**src/rtl/tick_timeout_monitor_if.sv**
```systemverilog
// Transaction/tick bundle between the tick source, requester and the timeout monitor.
// master drives tick/req/ack; slave is the monitor that drives the status outputs.
interface tick_timeout_monitor_if #(
    parameter int unsigned TBITS = 4
);
    logic             tick;
    logic             req;
    logic             ack;
    logic             busy;
    logic             done;
    logic             timeout;
    logic             tick_lost;
    logic [TBITS-1:0] tick_cnt;

    modport master (
        output tick, req, ack,
        input  busy, done, timeout, tick_lost, tick_cnt
    );

    modport slave (
        input  tick, req, ack,
        output busy, done, timeout, tick_lost, tick_cnt
    );
endinterface

```
**src/rtl/tick_timeout_monitor.sv**
```systemverilog
// Bounds a req/ack transaction with a tick-based timeout and flags a missing tick
// in the upstream time base.
module tick_timeout_monitor #(
    parameter int unsigned TIMEOUT_TICKS = 8,
    parameter int unsigned TBITS         = 4,
    parameter int unsigned GAP_MAX       = 22502,
    parameter int unsigned GBITS         = 15
) (
    input  logic                 clk,
    input  logic                 rst,
    tick_timeout_monitor_if.slave mon
);

    typedef enum logic [1:0] {
        ST_IDLE  = 2'd0,
        ST_WAIT  = 2'd1,
        ST_DRAIN = 2'd2
    } state_t;

    localparam logic [TBITS-1:0] LAST_TICK = TBITS'(TIMEOUT_TICKS - 1);
    localparam logic [TBITS-1:0] MAX_TICKS = TBITS'(TIMEOUT_TICKS);
    localparam logic [GBITS-1:0] GAP_SAT   = GBITS'(GAP_MAX);
    localparam logic [GBITS-1:0] GAP_LAST  = GBITS'(GAP_MAX - 1);

    state_t           state_q;
    logic             busy_q;
    logic             done_q;
    logic             timeout_q;
    logic [TBITS-1:0] tick_cnt_q;
    logic [GBITS-1:0] gap_q;
    logic [GBITS-1:0] gap_d;
    logic             tick_lost_q;
    logic             tick_lost_d;

    // Transaction FSM; done/timeout are single-cycle pulses on WAIT->DRAIN.
    always_ff @(posedge clk) begin
        if (rst) begin
            state_q    <= ST_IDLE;
            busy_q     <= 1'b0;
            done_q     <= 1'b0;
            timeout_q  <= 1'b0;
            tick_cnt_q <= '0;
        end else begin
            done_q    <= 1'b0;
            timeout_q <= 1'b0;
            case (state_q)
                ST_IDLE: begin
                    if (mon.req) begin
                        state_q    <= ST_WAIT;
                        busy_q     <= 1'b1;
                        tick_cnt_q <= '0;
                    end
                end
                ST_WAIT: begin
                    // Abort beats ack, and ack beats a same-cycle terminal tick.
                    if (!mon.req) begin
                        state_q <= ST_IDLE;
                        busy_q  <= 1'b0;
                    end else if (mon.ack) begin
                        state_q <= ST_DRAIN;
                        busy_q  <= 1'b0;
                        done_q  <= 1'b1;
                    end else if (mon.tick) begin
                        if (tick_cnt_q == LAST_TICK) begin
                            state_q    <= ST_DRAIN;
                            busy_q     <= 1'b0;
                            timeout_q  <= 1'b1;
                            tick_cnt_q <= MAX_TICKS;
                        end else begin
                            tick_cnt_q <= tick_cnt_q + TBITS'(1);
                        end
                    end
                end
                ST_DRAIN: begin
                    if (!mon.req) begin
                        state_q <= ST_IDLE;
                    end
                end
                default: begin
                    state_q <= ST_IDLE;
                    busy_q  <= 1'b0;
                end
            endcase
        end
    end

    // Gap watchdog: saturating count of tick-free clocks, sticky loss flag.
    always_comb begin
        gap_d       = gap_q;
        tick_lost_d = tick_lost_q;
        if (mon.tick) begin
            gap_d = '0;
        end else begin
            if (gap_q != GAP_SAT) begin
                gap_d = gap_q + GBITS'(1);
            end
            if (gap_q == GAP_LAST) begin
                tick_lost_d = 1'b1;
            end
        end
    end

    always_ff @(posedge clk) begin
        if (rst) begin
            gap_q       <= '0;
            tick_lost_q <= 1'b0;
        end else begin
            gap_q       <= gap_d;
            tick_lost_q <= tick_lost_d;
        end
    end

    assign mon.busy      = busy_q;
    assign mon.done      = done_q;
    assign mon.timeout   = timeout_q;
    assign mon.tick_lost = tick_lost_q;
    assign mon.tick_cnt  = tick_cnt_q;

endmodule

```
**src/flat_wrapper.sv**
```systemverilog
// flat-port wrapper written by rule: the top's interface ports become plain ports
module tick_timeout_monitor_flat 
#(
    parameter int unsigned TIMEOUT_TICKS = 8,
    parameter int unsigned TBITS         = 4,
    parameter int unsigned GAP_MAX       = 22502,
    parameter int unsigned GBITS         = 15
)
  (clk, rst, mon_tick, mon_req, mon_ack, mon_busy, mon_done, mon_timeout, mon_tick_lost, mon_tick_cnt);
  tick_timeout_monitor_if #(.TBITS(TBITS)) mon_i ();
  input  logic clk;
  input  logic rst;
  input wire logic [$bits(mon_i.tick)-1:0] mon_tick;
  input wire logic [$bits(mon_i.req)-1:0] mon_req;
  input wire logic [$bits(mon_i.ack)-1:0] mon_ack;
  output wire logic [$bits(mon_i.busy)-1:0] mon_busy;
  output wire logic [$bits(mon_i.done)-1:0] mon_done;
  output wire logic [$bits(mon_i.timeout)-1:0] mon_timeout;
  output wire logic [$bits(mon_i.tick_lost)-1:0] mon_tick_lost;
  output wire logic [$bits(mon_i.tick_cnt)-1:0] mon_tick_cnt;
  assign mon_i.tick = mon_tick;
  assign mon_i.req = mon_req;
  assign mon_i.ack = mon_ack;
  assign mon_busy = mon_i.busy;
  assign mon_done = mon_i.done;
  assign mon_timeout = mon_i.timeout;
  assign mon_tick_lost = mon_i.tick_lost;
  assign mon_tick_cnt = mon_i.tick_cnt;
  tick_timeout_monitor #(.TIMEOUT_TICKS(TIMEOUT_TICKS), .TBITS(TBITS), .GAP_MAX(GAP_MAX), .GBITS(GBITS)) u_core (.clk(clk), .rst(rst), .mon(mon_i));
endmodule
```
**config.mk**
```make
export PLATFORM = sky130hd
export DESIGN_NAME = tick_timeout_monitor_flat
export DESIGN_NICKNAME = d
export VERILOG_FILES = /design/src/rtl/tick_timeout_monitor_if.sv /design/src/rtl/tick_timeout_monitor.sv /design/src/flat_wrapper.sv
export SDC_FILE = /design/constraint.sdc
export NUM_CORES = 1
export LEC_CHECK = 0
export ABC_AREA = 1
export CAP_MARGIN = 20
export CORE_AREA = 2 2 52 54
export DETAILED_ROUTE_END_ITERATION = 10
export DIE_AREA = 0 0 54 56
export HOLD_SLACK_MARGIN = 0.05
export PLACE_DENSITY = 0.75
export REMOVE_ABC_BUFFERS = 1
export SYNTH_ARGS = -nofsm -noshare
export SYNTH_HDL_FRONTEND = slang
export SYNTH_SLANG_ARGS = --single-unit
export TNS_END_PERCENT = 5
```
**constraint.sdc**
```tcl
create_clock -name clk -period 2.55 [get_ports clk]
set_clock_uncertainty 0.1 [all_clocks]
set_input_delay 0.51 -clock clk [delete_from_list [all_inputs] [get_ports clk]]
set_output_delay 0.51 -clock clk [all_outputs]
set_load 0.02 [all_outputs]
```
==> results.ini <==
[run_status]
status = finished clean

[yosys]
ys_ff_latch = 25
synth_ff_type = dfxtp_1
synth_area_sq_um = 1296
synth_top_family_by_area = simple AND/OR/NAND/NOR gates
ys_async_sr_fraction_pct = 0
synth_edf_count = 0
synth_top_area_cell = dfxtp_1
avgSynthCellArea_sq_um = 6.547
synth_xor_area_share_pct = 1.351
synth_top_area_share_pct = 38.61
synthMuxAreaShare_pct = 0
yosys.area_share.simple_pct = 38.90
synthCells = 198
yosysWarnings = 0
synth-compound-area-share_pct = 8.494
synth_area_leaders = dfxtp_1 39%, nand2_1 14%, nor2_1 10%
seq_area_frac_synth_pct = 38.61
synth_cell_types = 20
synthAdderAreaFrac_pct = 3.861

[worst_hold_path]
hold_path_depth = 2
min_path_type = flop to flop
hp-start = u_core.gap_q[14]

[sta]
period_needed_ns = 2.016
tightest_slew_ns = 0.4049
slew-limit-headroom_pct = 72.98
fmax_ghz = 0.4962
final.setup.tns_ns = 0
hold_viol_final = 0
setup_viol = 0
hold_ws_ns = 0.3892
drv_slew = 0
fin_crit_sh_pct = 79.04
rsz0062_at_grt = no

[placement]
dp.cells = 240
place_area_sq_um = 1456
dp_hpwl_um = 2120
gp_congestion = 0.8456
portBuffers = 12

[floorplan]
rows = 18
core_sq_um = 2432
initial_core_util_pct = 53.29
dieArea_sq_um = 3024
die_y_um = 56
io_pins = 13
fp.dieW_um = 54

[critical_path]
worst_ep_arrival_time_ns = 1.41
critPathKind = flop to output pin
r2r_end = u_core.gap_q[12]
cp.depth = 1
reg2reg_from = u_core.gap_q[0]
crit_slowest_cell = clkdlybuf4s50_1
worstSetupStartpointType = flop
cp-end-kind = output pin
crit_path_end = mon_tick_cnt[0]
crit_chain = clkdlybuf4s50_1
r2r_slack_ns = 1.08
r2r_cells = 7
cp_max_fo = 6
critPathMaxStageDelay_ns = 0.64
cpLargestDelayFamily = buffers and inverters
cp.buffers_inverters = 1
critPathLaunch = u_core.mon.tick_cnt[0]
cp_data_required_time_ns = 1.94

[final_layout]
final_common_cell = nand2_1
diodes = 0
area_growth_pct = 14.48
multiInputGateArea_sq_um = 681.9
final_cell_mix = 47 x nand2_1, 35 x nor2_1, 28 x inv_1, 25 x dfxtp_1, 19 x nand3_1
final_area_sq_um = 1484
fill_cells = 224
regArea_sq_um = 500.5
nNetsFinal = 224
drive_above_1_share_pct = 5.140
stdcell_count = 244

[route]
antenna_left = 0
vias = 1255
via_per_inst = 5.143
drc = 0
dr.first_iter.drc_count = 31
drt-pass1-iter-count = 4
wl_per_cell_um = 11.09
wirelength_um = 2706

[power_and_ir_drop]
p_per_area_nw_per_um2 = 420.2
ir_drop_v = 0.0003313
finalPower_uw = 623.5
p_leak_nw = 0.5749

[clock_network]
post-cts-setup-buffers = 0
cts-hold-fix-buffers = 0
cts_sinks = 25
clkTransAtPathRegs_ns = 0.14
ctsResizeCount = 0
root_buffer = clkbuf_4
ctsHtreeMaxLevel = 1
clock_path_buffers = 2
cts_buffers = 3
cts_tree = yes
clkLatencyLatePin_ns = 0.31

[global_routing]
grt_max_degree = 15
first_global_vias = 1152
grt_first_pass_wirelength_um = 4664
grt-ovfl-total = 0
grt_use_total_pct = 20.11
antenna_found_initial = 0

[run]
drv_cap = 0

[Yosys cell counts, types with 2 or more instances]
master    instances
nor4_1            2
nand4_1           6
inv_1            28
nand2_2           2
o21ai_0           4
a21oi_1          15
nor2_1           35
nor2_2            2
o21bai_1          2
ha_1              4
dfxtp_1          25
nand2_1          47
nand3_1          19
[final cells by class]
cell class	instances	share of cell area, %
timing repair buffer	13	8.600
clock buffer	3	1.518
clock inverter	1	0.3373
multi-input combinational	143	45.95
inverter	29	7.336
tap	30	2.530
sequential	25	33.73
[power breakdown]
group | switching, mW | internal (mW) | leakage (nW)
Combinational | 0.0282 | 0.0192 | 0.355
Sequential | 0.00496 | 0.396 | 0.202
Clock | 0.117 | 0.0586 | 0.0177
[kinds of logic (layout without fill, tap and decap cells)]
family | Yosys count | count (layout)
AO/OA/AOI/OAI | 21 | 21
flip-flops | 25 | 25
XOR/XNOR | 2 | 2
AND/OR/NAND/NOR | 116 | 116
buffers and inverters | 30 | 46
adder cells (fa/ha/maj) | 4 | 4
[worst min-delay path by stage]
stage | to | slack (ns)
after floorplan | u_core.gap_q[6] | 0.34
after global placement | u_core.mon.tick_lost | 0.34
after detailed placement | u_core.mon.tick_lost | 0.37
after CTS | u_core.gap_q[14] | 0.39
after global routing | u_core.mon.tick_lost | 0.40
final | u_core.gap_q[14] | 0.39
[metrics by stage]
step / utilization, % / setup WS [ns]
finish: 61.01 / 0.5345
global route: 61.01 / 0.4699
CTS: 61.01 / 0.5231
detailed placement: 59.88 / 0.6476
global placement: 59.88 / 0.6781
floorplan: - / 1.217
[per-layer routing]
layer / global-route usage [%] / wire length [um] / vias to the layer above
li1: - / - / 661
met1: 26.57 / 1297 / 568
met2: 31.88 / 1316 / 22
met3: 3.226 / 69 / 4
met4: 8.214 / 23 / 0
met5: 0 / 0 / -
[flip-flops by register name, summed over array words and instances, names as in the netlist]
name,count
u_core.mon.timeout,1
u_core.state_q,2
u_core.gap_q,15
u_core.mon.busy,1
u_core.mon.tick_cnt,4
u_core.mon.done,1
u_core.mon.tick_lost,1
Power figures use the tool's default switching activity.
